==> config.mk <==
export PLATFORM = sky130hd
export DESIGN_NAME = ap_pass_ctrl
export DESIGN_NICKNAME = d
export VERILOG_FILES = /design/src/rtl/ap_pass_ctrl.sv
export SDC_FILE = /design/constraint.sdc
export NUM_CORES = 1
export LEC_CHECK = 0
export BUFFER_PORTS_ARGS = -buffer_cell sky130_fd_sc_hd__buf_2
export CORE_AREA = 2 2 616 618
export DETAILED_ROUTE_END_ITERATION = 8
export DIE_AREA = 0 0 618 620
export GPL_ROUTABILITY_DRIVEN = 0
export PLACE_DENSITY = 0.3
export SYNTH_ARGS = -nofsm -noshare
export SYNTH_HDL_FRONTEND = slang
export SYNTH_SLANG_ARGS = --single-unit
==> constraint.sdc <==
create_clock -name CLK100MHZ -period 5.5 [get_ports CLK100MHZ]
set_clock_uncertainty 0.05 [all_clocks]
set_input_delay 1.375 -clock CLK100MHZ [delete_from_list [all_inputs] [get_ports CLK100MHZ]]
set_output_delay 1.375 -clock CLK100MHZ [all_outputs]
set_load 0.03 [all_outputs]
==> src/rtl/ap_pass_ctrl.sv <==
// -----------------------------------------------------------------------------
// ap_pass_ctrl
//
// Pass controller for an associative-processor CAM. One command runs one
// "pass": the key/mask are presented to the CAM, the combinational tag
// vector the CAM returns is captured (replacing or OR-accumulating into the
// held tags), and optionally a single parallel-write cycle writes cmd_wdata
// into every tagged cell. A one-cycle done pulse closes the pass.
//
// Pass timeline (accept edge = edge at end of the IDLE cycle):
//   write pass  : IDLE -> CMP -> WR -> RSP (done 3 cycles after accept)
//   search pass : IDLE -> CMP -> RSP       (done 2 cycles after accept)
//
// Optional build macro:
//   AP_TAG_COUNT_EN - adds output tag_count, the registered popcount of
//                     tag_reg, refreshed on the edge entering RSP.
//
// Ports:
//   CLK100MHZ         in   clock, all state updates on the rising edge
//   rst               in   synchronous reset, active low
//   cmd_valid         in   pass command offered
//   cmd_ready         out  controller accepts a command (IDLE only)
//   cmd_key           in   compare key
//   cmd_mask          in   compare mask
//   cmd_wdata         in   data for the parallel write
//   cmd_write         in   1 = compare then parallel write, 0 = search only
//   cmd_acc           in   1 = OR new tags into held tags, 0 = replace
//   tags              in   combinational match vector from the CAM
//   cam_key           out  key driven to the CAM
//   cam_mask          out  mask driven to the CAM
//   cam_dina          out  write data driven to the CAM
//   cam_mode          out  1 = tag-guided parallel write (WR only)
//   cell_wea_ctrl_ap  out  per-cell write enables (tag_reg in WR, else 0)
//   tag_reg           out  held tag vector
//   match_any         out  OR-reduction of tag_reg
//   done              out  one-cycle pass-complete pulse
//   tag_count         out  popcount of tag_reg (AP_TAG_COUNT_EN only)
// -----------------------------------------------------------------------------
module ap_pass_ctrl #(
    parameter int WORD_SIZE  = 8,
    parameter int CELL_QUANT = 512
) (
    input  logic                  CLK100MHZ,
    input  logic                  rst,
    input  logic                  cmd_valid,
    output logic                  cmd_ready,
    input  logic [WORD_SIZE-1:0]  cmd_key,
    input  logic [WORD_SIZE-1:0]  cmd_mask,
    input  logic [WORD_SIZE-1:0]  cmd_wdata,
    input  logic                  cmd_write,
    input  logic                  cmd_acc,
    input  logic [CELL_QUANT-1:0] tags,
    output logic [WORD_SIZE-1:0]  cam_key,
    output logic [WORD_SIZE-1:0]  cam_mask,
    output logic [WORD_SIZE-1:0]  cam_dina,
    output logic                  cam_mode,
    output logic [CELL_QUANT-1:0] cell_wea_ctrl_ap,
    output logic [CELL_QUANT-1:0] tag_reg,
    output logic                  match_any,
    output logic                  done
`ifdef AP_TAG_COUNT_EN
    ,
    output logic [$clog2(CELL_QUANT+1)-1:0] tag_count
`endif
);

    typedef enum logic [1:0] {
        IDLE = 2'd0,
        CMP  = 2'd1,
        WR   = 2'd2,
        RSP  = 2'd3
    } state_t;

    state_t state_q, state_d;

    // Registered command fields; key/mask double as the CAM drive.
    logic [WORD_SIZE-1:0]  key_q,   key_d;
    logic [WORD_SIZE-1:0]  mask_q,  mask_d;
    logic [WORD_SIZE-1:0]  wdata_q, wdata_d;
    logic                  write_q, write_d;
    logic                  acc_q,   acc_d;

    // CAM write data holds its last value outside WR, so it is its own flop.
    logic [WORD_SIZE-1:0]  dina_q,  dina_d;

    logic [CELL_QUANT-1:0] tag_reg_q, tag_reg_d;

    logic accept;

`ifdef AP_TAG_COUNT_EN
    localparam int CNT_W = $clog2(CELL_QUANT + 1);
    logic [CNT_W-1:0] tag_count_q, tag_count_d;
`endif

    assign accept = cmd_valid && (state_q == IDLE);

    // -------------------------------------------------------------------------
    // State and datapath registers
    // -------------------------------------------------------------------------
    // NOTE: sequential state uses non-blocking assignments only, so every flop
    // samples the pre-edge value of every other flop regardless of order.
    always_ff @(posedge CLK100MHZ) begin
        if (!rst) begin
            state_q   <= IDLE;
            key_q     <= '0;
            mask_q    <= '0;
            wdata_q   <= '0;
            write_q   <= 1'b0;
            acc_q     <= 1'b0;
            dina_q    <= '0;
            tag_reg_q <= '0;
`ifdef AP_TAG_COUNT_EN
            tag_count_q <= '0;
`endif
        end else begin
            state_q   <= state_d;
            key_q     <= key_d;
            mask_q    <= mask_d;
            wdata_q   <= wdata_d;
            write_q   <= write_d;
            acc_q     <= acc_d;
            dina_q    <= dina_d;
            tag_reg_q <= tag_reg_d;
`ifdef AP_TAG_COUNT_EN
            tag_count_q <= tag_count_d;
`endif
        end
    end

    // -------------------------------------------------------------------------
    // Next-state logic
    // -------------------------------------------------------------------------
    // NOTE: each combinational block assigns a default to every output first,
    // so no path leaves a variable unassigned and no latch is inferred.
    always_comb begin
        state_d = state_q;
        unique case (state_q)
            IDLE: if (accept)  state_d = CMP;
            CMP:  state_d = write_q ? WR : RSP;
            WR:   state_d = RSP;
            RSP:  state_d = IDLE;
            default: state_d = IDLE;
        endcase
    end

    // -------------------------------------------------------------------------
    // Datapath next values
    // -------------------------------------------------------------------------
    always_comb begin
        key_d     = key_q;
        mask_d    = mask_q;
        wdata_d   = wdata_q;
        write_d   = write_q;
        acc_d     = acc_q;
        dina_d    = dina_q;
        tag_reg_d = tag_reg_q;

        if (accept) begin
            key_d   = cmd_key;
            mask_d  = cmd_mask;
            wdata_d = cmd_wdata;
            write_d = cmd_write;
            acc_d   = cmd_acc;
        end

        // The CAM answers combinationally to the key/mask presented in CMP,
        // so the tag vector is captured on the edge leaving CMP.
        if (state_q == CMP) begin
            tag_reg_d = acc_q ? (tag_reg_q | tags) : tags;
            // Load write data on the edge entering WR so it is stable for the
            // whole write cycle and then simply held afterwards.
            if (write_q) begin
                dina_d = wdata_q;
            end
        end
    end

`ifdef AP_TAG_COUNT_EN
    // Popcount of the tag vector as it will be in RSP. On the CMP->RSP path
    // tag_reg is updated on that same edge, hence tag_reg_d, not tag_reg_q.
    always_comb begin
        tag_count_d = tag_count_q;
        if ((state_d == RSP) && (state_q != RSP)) begin
            tag_count_d = '0;
            for (int i = 0; i < CELL_QUANT; i++) begin
                tag_count_d = tag_count_d + CNT_W'(tag_reg_d[i]);
            end
        end
    end

    assign tag_count = tag_count_q;
`endif

    // -------------------------------------------------------------------------
    // Outputs
    // -------------------------------------------------------------------------
    always_comb begin
        cmd_ready        = (state_q == IDLE);
        cam_mode         = (state_q == WR);
        cell_wea_ctrl_ap = (state_q == WR) ? tag_reg_q : '0;
        done             = (state_q == RSP);
        cam_key          = key_q;
        cam_mask         = mask_q;
        cam_dina         = dina_q;
        tag_reg          = tag_reg_q;
        match_any        = |tag_reg_q;
    end

endmodule

==> impl_metrics.env, run 1 <==
export IMPL_outcome="complete, no violations"
export IMPL_ys_types=21
export IMPL_synth_simple_area_share_pct=32.5
export IMPL_synth_compound_area_share_pct=17.2
export IMPL_synthesis_area_um2=24000
export IMPL_synth_top_family_by_area="simple AND/OR/NAND/NOR gates"
export IMPL_ys_ff_latch=548
export IMPL_core_um2=377000
export IMPL_placementRows=226
export IMPL_clkSinkCount=548
export IMPL_grt_pass1_vias=27159
export IMPL_finalHoldViolCount=0
export IMPL_cp_slowest_cell="nor4_1"
export IMPL_grt_overflow=0
export IMPL_synth_xor_area_share_pct=0
export IMPL_critPathKind="flop to primary output"
export IMPL_viasPerCell=3.15
export IMPL_start_kind="flop"
export IMPL_cts_tree="built"
export IMPL_die_h_um=620
export IMPL_mostFrequentLayoutCell="buf_2"
export IMPL_hold_path_class="flop to flop"
export IMPL_final_util_pct=10.9
export IMPL_postCtsHoldBufs=0
export IMPL_wirelength_um=308000
export IMPL_fin_nets=4674
export IMPL_finalCritPeriodShare_pct=96.2
export IMPL_period_minus_slack_ns=5.29
export IMPL_fp_dieW_um=618
export IMPL_yosys_area_share_adder_pct=0.209
export IMPL_grt_pass1_wl_um=368000
export IMPL_hpwl_um=267000
export IMPL_clk_latency_ns=0.76
export IMPL_dp_cells=9057
export IMPL_track_usage_pct=15.3
export IMPL_cellPowerDensity_nw_per_um2=547
export IMPL_tns_ns=0
export IMPL_area_growth_pct=71.6
export IMPL_power_leakage_uw=0.0177
export IMPL_final_cell_mix="1,592 x buf_2, 547 x dfxtp_1, 514 x nor2b_1, 512 x and2_1, 512 x a22oi_1"
export IMPL_antenna_found_initial=325
export IMPL_endpoint_kind="primary output"
export IMPL_root_buffer="clkbuf_16"
export IMPL_slew_violations=0
export IMPL_swShare_pct=51.1
export IMPL_p_int_uw=11000
export IMPL_grt_max_degree=162
export IMPL_initial_core_util_pct=6.36
export IMPL_wl_per_cell_um=33.1
export IMPL_cp_num_buf_inv=2
export IMPL_cp_top_family="simple AND/OR/NAND/NOR gates"
export IMPL_dr_first_iter_drc_count=2332
export IMPL_ys_seq_area_share_pct=45.7
export IMPL_seqPwrFrac_pct=31.2
export IMPL_p_switching_uw=11500
export IMPL_dr_total_vias=29312
export IMPL_cpPeakStageDelay_ns=0.76
export IMPL_die_area_um2=383000
export IMPL_syn_nets=3158
export IMPL_yosysWarnings=0
export IMPL_rsz0062_at_grt="false"
export IMPL_required_ns=4.07
export IMPL_numPortBuffers=1592
export IMPL_ant_nets=0
export IMPL_first_pass_iters=6
export IMPL_stdcell_area_um2=41200
export IMPL_cap_violations=0
export IMPL_layoutNonFillerInstCount=9305
export IMPL_postPlaceCellArea_um2=38100
export IMPL_finalSetupViolCount=0
export IMPL_worst_pin_slew_ns=0.945
export IMPL_avgSynthCellArea_um2=9.18
export IMPL_clock_power_share_pct=25.0
export IMPL_synth_cells=2613
export IMPL_largest_register_ffs=512
export IMPL_drive_above_1_share_pct=43.7
export IMPL_fmax_mhz=189
export IMPL_synth_area_mux_share_pct=0.0417
export IMPL_pin_count=1593
export IMPL_cts_buffer_depth=4
export IMPL_cts_made_buffers=86
export IMPL_cts_htree_levels=3
export IMPL_power_uw=22500
export IMPL_ir_worst_vdd_v=0.000282
export IMPL_crit_chain="nor4_1 > nand4_1 > nor4_4 > buf_4 > nand4_1 > or2_4 > buf_2"
export IMPL_cp_arrival_ns=3.87
export IMPL_combPwrFrac_pct=43.8
export IMPL_cp_max_fo=4
export IMPL_max_slew_margin_rel_pct=37.0
export IMPL_crit_top_cell="nand4_1"
export IMPL_path_clk_slew_ns=0.06
export IMPL_drc=0
## repair_timing
action / 4_1_cts / 5_1_grt
setup buffers: 0 / 0
endpoints found under the setup margin: 1 / 0
resized for setup: 17 / 0
## routing by layer
| layer | global-route usage (%) | vias to the layer above | wire [µm] |
|---|---|---|---|
| li1 | - | 12363 | - |
| met1 | 16.3 | 14254 | 111000 |
| met2 | 25.1 | 1763 | 142000 |
| met3 | 8.83 | 726 | 41400 |
| met4 | 5.16 | 206 | 12100 |
| met5 | 0 | - | 1410 |
## cell usage after synthesis
library cell  number  area [µm²]
and2_2             1        7.51
a22oi_1          512        3840
o31ai_1            1        7.51
mux2i_1            1        10.0
buf_2            107         536
nand3_1            8        40.0
clkbuf_1         132         495
nand4_1           34         213
or2_1              1        6.26
a21oi_1            1        5.00
nor2b_1          514        3220
nand2_1           62         233
nor4_2             3        37.5
a21boi_0          34         255
nand2b_1           2        12.5
nor4_1           133         832
ha_1               4        50.1
dfxtp_1          548       11000
inv_1              2        7.51
o21ai_0            1        5.00
and2_1           512        3200
## cells by family after synthesis
kind of cell / Yosys count
simple gates: 1270
compound gates: 549
flops: 548
buf+inv: 241
fa+ha+maj: 4
mux: 1
## area by class of cell
| type | instances | area [µm²] |
|---|---|---|
| antenna | 97 | 243 |
| clock buffer | 121 | 2490 |
| clock inverter | 30 | 264 |
| fill | 43911 | 336000 |
| inverter | 2 | 7.51 |
| multi-input combinational | 1824 | 12200 |
| sequential | 548 | 11000 |
| tap | 5016 | 6280 |
| timing repair buffer | 1667 | 8730 |
## path summary, 6_finish.rpt
kind | startpoint | to | slack [ns] | depth (start not counted)
min | wdata_q[5] | wdata_q[5] | 0.41 | 2
max | tag_reg[443] | match_any | 0.21 | 7
min reg2reg | wdata_q[5] | wdata_q[5] | 0.41 | 2
max reg2reg | state_q[1] | tag_reg[328] | 2.52 | 6
## stage by stage
step / setup WS, ns / hold slack [ns]
floorplan: 2.26 / 0.388
global placement: -0.288 / 0.407
detailed placement: -0.163 / 0.409
CTS: 0.0960 / 0.419
global route: 0.158 / 0.436
finish: 0.207 / 0.414
## worst min-delay path: stages (launching register included)
cell      delay, ns
dfxtp_1        0.31
nand2_1        0.05
a21boi_0       0.06
## power groups by stage
stage	clock network, µW	registers [µW]	logic (µW)
floorplan	0	7890	3660
global placement	0	7070	10100
detailed placement	0	7130	10000
CTS	5900	7080	10100
global route	6010	7140	10500
finish	5630	7020	9850
(Power assumes the default switching activity.)
==> run 2, diff against run 1 <==
--- a/config.mk
+++ b/config.mk
@@ -11,6 +11,7 @@
 export DIE_AREA = 0 0 618 620
 export GPL_ROUTABILITY_DRIVEN = 0
 export PLACE_DENSITY = 0.3
+export RECOVER_POWER = 25
 export SYNTH_ARGS = -nofsm -noshare
 export SYNTH_HDL_FRONTEND = slang
 export SYNTH_SLANG_ARGS = --single-unit
==> run 2 against run 1 <==
  * Flip-flop and latch count stayed put
  * Utilization hardly changed
  * Clock power is essentially flat
  * Critical path depth unchanged
  * Global-route usage stayed put
  * Sequential power is essentially flat
  * Register-to-register slack worse by 2.1 ns
  * Setup slack lost 0.050 ns
  * The flow now finishes with violations (capacitance limit, slew limit)
  * Wire length about the same
  * Cell area shrank 0.17%
  * Via count about the same
==> impl_metrics.env, run 2 (synthesized netlist as in run 1, its figures left out) <==
export IMPL_outcome="finished with violations"
export IMPL_violations="capacitance limit, slew limit"
export IMPL_cp_slowest_cell="nor4_1"
export IMPL_r2r_start="state_q[1]"
export IMPL_die_area_um2=383000
export IMPL_required_ns=4.07
export IMPL_r2r_end="tag_reg[439]"
export IMPL_endpoint_kind="primary output"
export IMPL_swShare_pct=51.2
export IMPL_cap_violations=3
export IMPL_core_um2=377000
export IMPL_seqPwrFrac_pct=31.3
export IMPL_drive_above_1_share_pct=43.0
export IMPL_dr_first_iter_drc_count=2268
export IMPL_ant_nets=0
export IMPL_grt_pass1_vias=27159
export IMPL_die_h_um=620
export IMPL_combPwrFrac_pct=43.6
export IMPL_finalHoldViolCount=0
export IMPL_final_cell_mix="1,572 x buf_2, 547 x dfxtp_1, 514 x nor2b_1, 512 x a22oi_1, 511 x and2_1"
export IMPL_crit_chain="nor4_1 > nand4_1 > nor4_4 > buf_4 > nand4_1 > or2_4 > buf_2"
export IMPL_postCtsSetupBuffers=0
export IMPL_clk_latency_ns=0.76
export IMPL_whs_ns=0.414
export IMPL_power_leakage_uw=0.0175
export IMPL_hold_path_class="flop to flop"
export IMPL_crit_top_cell="nand4_1"
export IMPL_grt_pass1_wl_um=368000
export IMPL_fp_dieW_um=618
export IMPL_area_growth_pct=71.3
export IMPL_fmax_mhz=187
export IMPL_cts_htree_levels=3
export IMPL_cp_max_fo=4
export IMPL_place_ws_ns=-0.163
export IMPL_max_slew_margin_rel_pct=-34.8
export IMPL_tns_ns=0
export IMPL_initial_core_util_pct=6.36
export IMPL_placementRows=226
export IMPL_cpPeakStageDelay_ns=0.81
export IMPL_pin_count=1593
export IMPL_hold_depth=2
export IMPL_first_pass_iters=5
export IMPL_cellPowerDensity_nw_per_um2=546
export IMPL_fin_ws_ns=0.157
export IMPL_cp_arrival_ns=3.92
export IMPL_start_kind="flop"
export IMPL_rsz0062_at_grt="false"
export IMPL_cts_made_buffers=86
export IMPL_grt_overflow=0
export IMPL_drc=0
export IMPL_root_buffer="clkbuf_16"
export IMPL_p_int_uw=11000
export IMPL_wl_per_cell_um=33.1
export IMPL_finalSetupViolCount=0
export IMPL_cts_tree="built"
export IMPL_largest_register_ffs=512
export IMPL_ir_worst_vdd_v=0.000272
export IMPL_finalCritPeriodShare_pct=97.1
export IMPL_slew_violations=219
export IMPL_cp_num_buf_inv=2
export IMPL_power_uw=22500
export IMPL_seqCellArea_um2=11000
export IMPL_reg2regPathDepth=7
export IMPL_fillers=43926
export IMPL_track_usage_pct=15.3
export IMPL_mostFrequentLayoutCell="buf_2"
export IMPL_p_switching_uw=11500
export IMPL_multi_input_area_um2=12200
export IMPL_fin_nets=4674
export IMPL_antenna_found_initial=325
export IMPL_numPortBuffers=1592
export IMPL_hpwl_um=267000
export IMPL_clkSinkCount=548
export IMPL_clock_power_share_pct=25.1
export IMPL_grt_max_degree=162
export IMPL_critPathKind="flop to primary output"
export IMPL_path_clk_slew_ns=0.06
export IMPL_period_minus_slack_ns=5.34
export IMPL_hold_start="wdata_q[5]"
export IMPL_cp_top_family="simple AND/OR/NAND/NOR gates"
export IMPL_dr_total_vias=29309
export IMPL_wirelength_um=308000
export IMPL_cts_resized=17
export IMPL_cts_buffer_depth=4
export IMPL_postCtsHoldBufs=0
export IMPL_worst_pin_slew_ns=2.02
export IMPL_hold_end="wdata_q[5]"
export IMPL_final_util_pct=10.9
export IMPL_r2r_setup_slack_ns=0.43
export IMPL_viasPerCell=3.15
## run 2: cell count changes in the layout (fill, tap and decap cells not counted), sizes merged
cell / change
buf: -31
clkbuf: +31
diode: +14
## run 2: worst min-delay path, stage by stage, from the launching register on
cell,delay (ns)
dfxtp_1,0.31
nand2_1,0.05
a21boi_0,0.06
## run 2: power groups by stage
stage          clock network, µW  registers, µW  logic, µW
3_3_place_gp                   0           7070      10100
3_5_place_dp                   0           7130      10000
6_report                    5630           7020       9800
2_1_floorplan                  0           7890       3660
5_1_grt                     6010           7130      10500
4_1_cts                     5900           7080      10100
## run 2: how the worst max path moves through the flow
stage,start,endpoint,slack (ns),cells past startpoint
finish,tag_reg[443],match_any,0.16,7
global route,state_q[1],tag_reg[480],0.1,7
CTS,tag_reg[32],match_any,0.1,7
detailed placement,tag_reg[16],match_any,-0.16,6
global placement,tag_reg[16],match_any,-0.29,6
floorplan,state_q[0],cell_wea_ctrl_ap[100],2.26,6
## run 2: final cells by class
cell class / instances / share of cell area, %
multi-input combinational: 1824 / 29.6
sequential: 548 / 26.7
timing repair buffer: 1667 / 21.0
tap: 5016 / 15.3
clock buffer: 121 / 6.07
antenna: 111 / 0.676
clock inverter: 30 / 0.643
inverter: 2 / 0.0183
## run 2: layer usage
metal / global-route usage [%] / up-vias / wire (µm)
li1: - / 12366 / -
met5: 0 / - / 1400
met3: 8.83 / 699 / 41600
met1: 16.3 / 14278 / 111000
met4: 5.16 / 202 / 12300
met2: 25.1 / 1764 / 142000
## run 2: through the flow
step | instances | instance area [µm²]
after detailed placement | 9057 | 38100
after global placement | 9056 | 38000
final | 9319 | 41100
after global routing | 9245 | 40900
after CTS | 9208 | 40900
after floorplan | 2613 | 24000
==> run 3, diff against run 2 <==
==> constraint.sdc (replaced) <==
create_clock -name CLK100MHZ -period 5.5 [get_ports CLK100MHZ]
set_clock_uncertainty 0.05 [all_clocks]
set_input_delay 1.375 -clock CLK100MHZ [delete_from_list [all_inputs] [get_ports CLK100MHZ]]
set_output_delay 1.375 -clock CLK100MHZ [all_outputs]
set_load 0.1 [all_outputs]
==> run 3 against run 2 <==
  * The run still ends with capacitance limit, slew limit left
  * Critical endpoint unchanged
  * Combinational power rose by 64%
  * Hold slack improved by 0.0015 ns
  * Sequential share of layout area about the same
  * Sequential power shrank 0.9%
  * Highest routed layer unchanged
  * Non-clock buffer count is 3 lower
  * Critical path type unchanged
  * Die area unchanged
==> impl_metrics.env, run 3 (synthesized netlist as in run 1, its figures left out) <==
export IMPL_finalHoldViolCount=0
export IMPL_final_cell_mix="1,570 x buf_2, 545 x dfxtp_1, 514 x nor2b_1, 512 x and2_1, 512 x a22oi_1"
export IMPL_tns_ns=0
export IMPL_use_met3_pct=9.76
export IMPL_clk_latency_ns=0.80
export IMPL_ir_worst_vdd_v=0.000439
export IMPL_start_kind="flop"
export IMPL_slew_violations=350
export IMPL_cpPeakStageDelay_ns=0.94
export IMPL_drc=0
export IMPL_grt_max_degree=167
export IMPL_period_minus_slack_ns=5.38
export IMPL_endpoint_kind="primary output"
export IMPL_grt_pass1_vias=26931
export IMPL_path_clk_slew_ns=0.06
export IMPL_worst_pin_slew_ns=2.85
export IMPL_fp_dieW_um=618
export IMPL_max_slew_margin_rel_pct=-90.2
export IMPL_cp_slowest_cell="nor4_1"
export IMPL_hold_path_class="flop to flop"
export IMPL_cp_max_fo=4
export IMPL_grt_use_met1_pct=15.7
export IMPL_power_leakage_uw=0.0176
export IMPL_finalCritPeriodShare_pct=97.9
export IMPL_mostFrequentLayoutCell="buf_2"
export IMPL_dr_total_vias=29533
export IMPL_met2_usage_pct=25.5
export IMPL_grt_pass1_wl_um=368000
export IMPL_die_area_um2=383000
export IMPL_whs_ns=0.415
export IMPL_cp_arrival_ns=3.96
export IMPL_critPathKind="flop to primary output"
export IMPL_cts_buffer_depth=4
export IMPL_antenna_found_initial=333
export IMPL_cts_htree_levels=3
export IMPL_numPortBuffers=1592
export IMPL_outcome="finished with violations"
export IMPL_drive_above_1_share_pct=42.9
export IMPL_dr_first_iter_drc_count=2221
export IMPL_pin_count=1593
export IMPL_placementRows=226
export IMPL_cts_made_buffers=90
export IMPL_root_buffer="clkbuf_16"
export IMPL_area_growth_pct=71.3
export IMPL_dp_cells=9054
export IMPL_track_usage_pct=15.3
export IMPL_wirelength_um=309000
export IMPL_largest_register_ffs=512
export IMPL_viasPerCell=3.17
export IMPL_fmax_mhz=186
export IMPL_stdcell_area_um2=41100
export IMPL_clkSinkCount=548
export IMPL_core_um2=377000
export IMPL_initial_core_util_pct=6.36
export IMPL_postPlaceCellArea_um2=38000
export IMPL_ant_nets=0
export IMPL_postCtsSetupBuffers=0
export IMPL_die_h_um=620
export IMPL_required_ns=4.07
export IMPL_power_uw=29000
export IMPL_cap_violations=4
export IMPL_cp_top_family="simple AND/OR/NAND/NOR gates"
export IMPL_cp_num_buf_inv=2
export IMPL_fin_nets=4675
export IMPL_crit_chain="nor4_1 > nand4_1 > nor4_2 > buf_4 > nand4_1 > or2_4 > buf_4"
export IMPL_cellPowerDensity_nw_per_um2=706
export IMPL_wl_per_cell_um=33.2
export IMPL_first_pass_iters=5
export IMPL_rsz0062_at_grt="false"
export IMPL_layoutNonFillerInstCount=9314
export IMPL_violations="capacitance limit, slew limit"
export IMPL_grt_overflow=0
export IMPL_cts_tree="built"
export IMPL_grt_busiest_layer="met2"
export IMPL_hpwl_um=266000
export IMPL_finalSetupViolCount=0
## run 3: changes by cell type in the layout (fill, tap and decap cells not counted), sizes merged
| cell | previous run | this run |
|---|---|---|
| clkbuf | 152 | 164 |
| buf | 1636 | 1632 |
| diode | 111 | 102 |
| bufinv | 2 | 4 |
| clkinv | 15 | 12 |
| inv | 9 | 6 |
## run 3: tightest hold or removal path, cell delays in order (launching register included)
cell and delay (ns):
dfxtp_1 0.30, nand2_1 0.05, a21boi_0 0.06
## run 3: layout make-up
type | count | area (µm²)
clock inverters | 26 | 279
multi-input cells | 1824 | 12100
inverters | 2 | 7.51
fillers | 43979 | 336000
clock buffers | 132 | 2630
well taps | 5016 | 6280
diodes | 102 | 255
repair buffers | 1664 | 8550
flip-flops and latches | 548 | 11000
## run 3: timing repair
| item | in CTS | in global routing |
|---|---|---|
| resized for setup | 12 | 0 |
| setup endpoints to repair | 1 | 0 |
| hold buffers | 0 | 0 |
## run 3: per-layer routing
layer / routed length (µm) / vias to the layer above
li1: - / 12385
met1: 107000 / 14425
met2: 143000 / 1787
met3: 44700 / 728
met4: 12300 / 208
met5: 1400 / -
## run 3: path summary, 6_finish.rpt
path	from	depth (start not counted)	slack, ns	to
min	wdata_q[5]	2	0.42	wdata_q[5]
max reg2reg	state_q[1]	6	0.39	tag_reg[119]
max	tag_reg[482]	7	0.12	match_any
min reg2reg	wdata_q[5]	2	0.42	wdata_q[5]
## run 3: power breakdown
part | switching (µW) | internal, µW | total [µW]
logic | 13500 | 2680 | 16100
registers | 1950 | 5010 | 6960
clock network | 2430 | 3480 | 5910
total | 17800 | 11200 | 29000
## run 3: per-stage QoR
step                      util [%]  setup WS [ns]
after global placement        10.1         -0.375
after detailed placement      10.1          0.401
final                         10.9          0.118
after floorplan                  -           1.31
after global routing          10.8         0.0128
after CTS                     10.9         0.0282
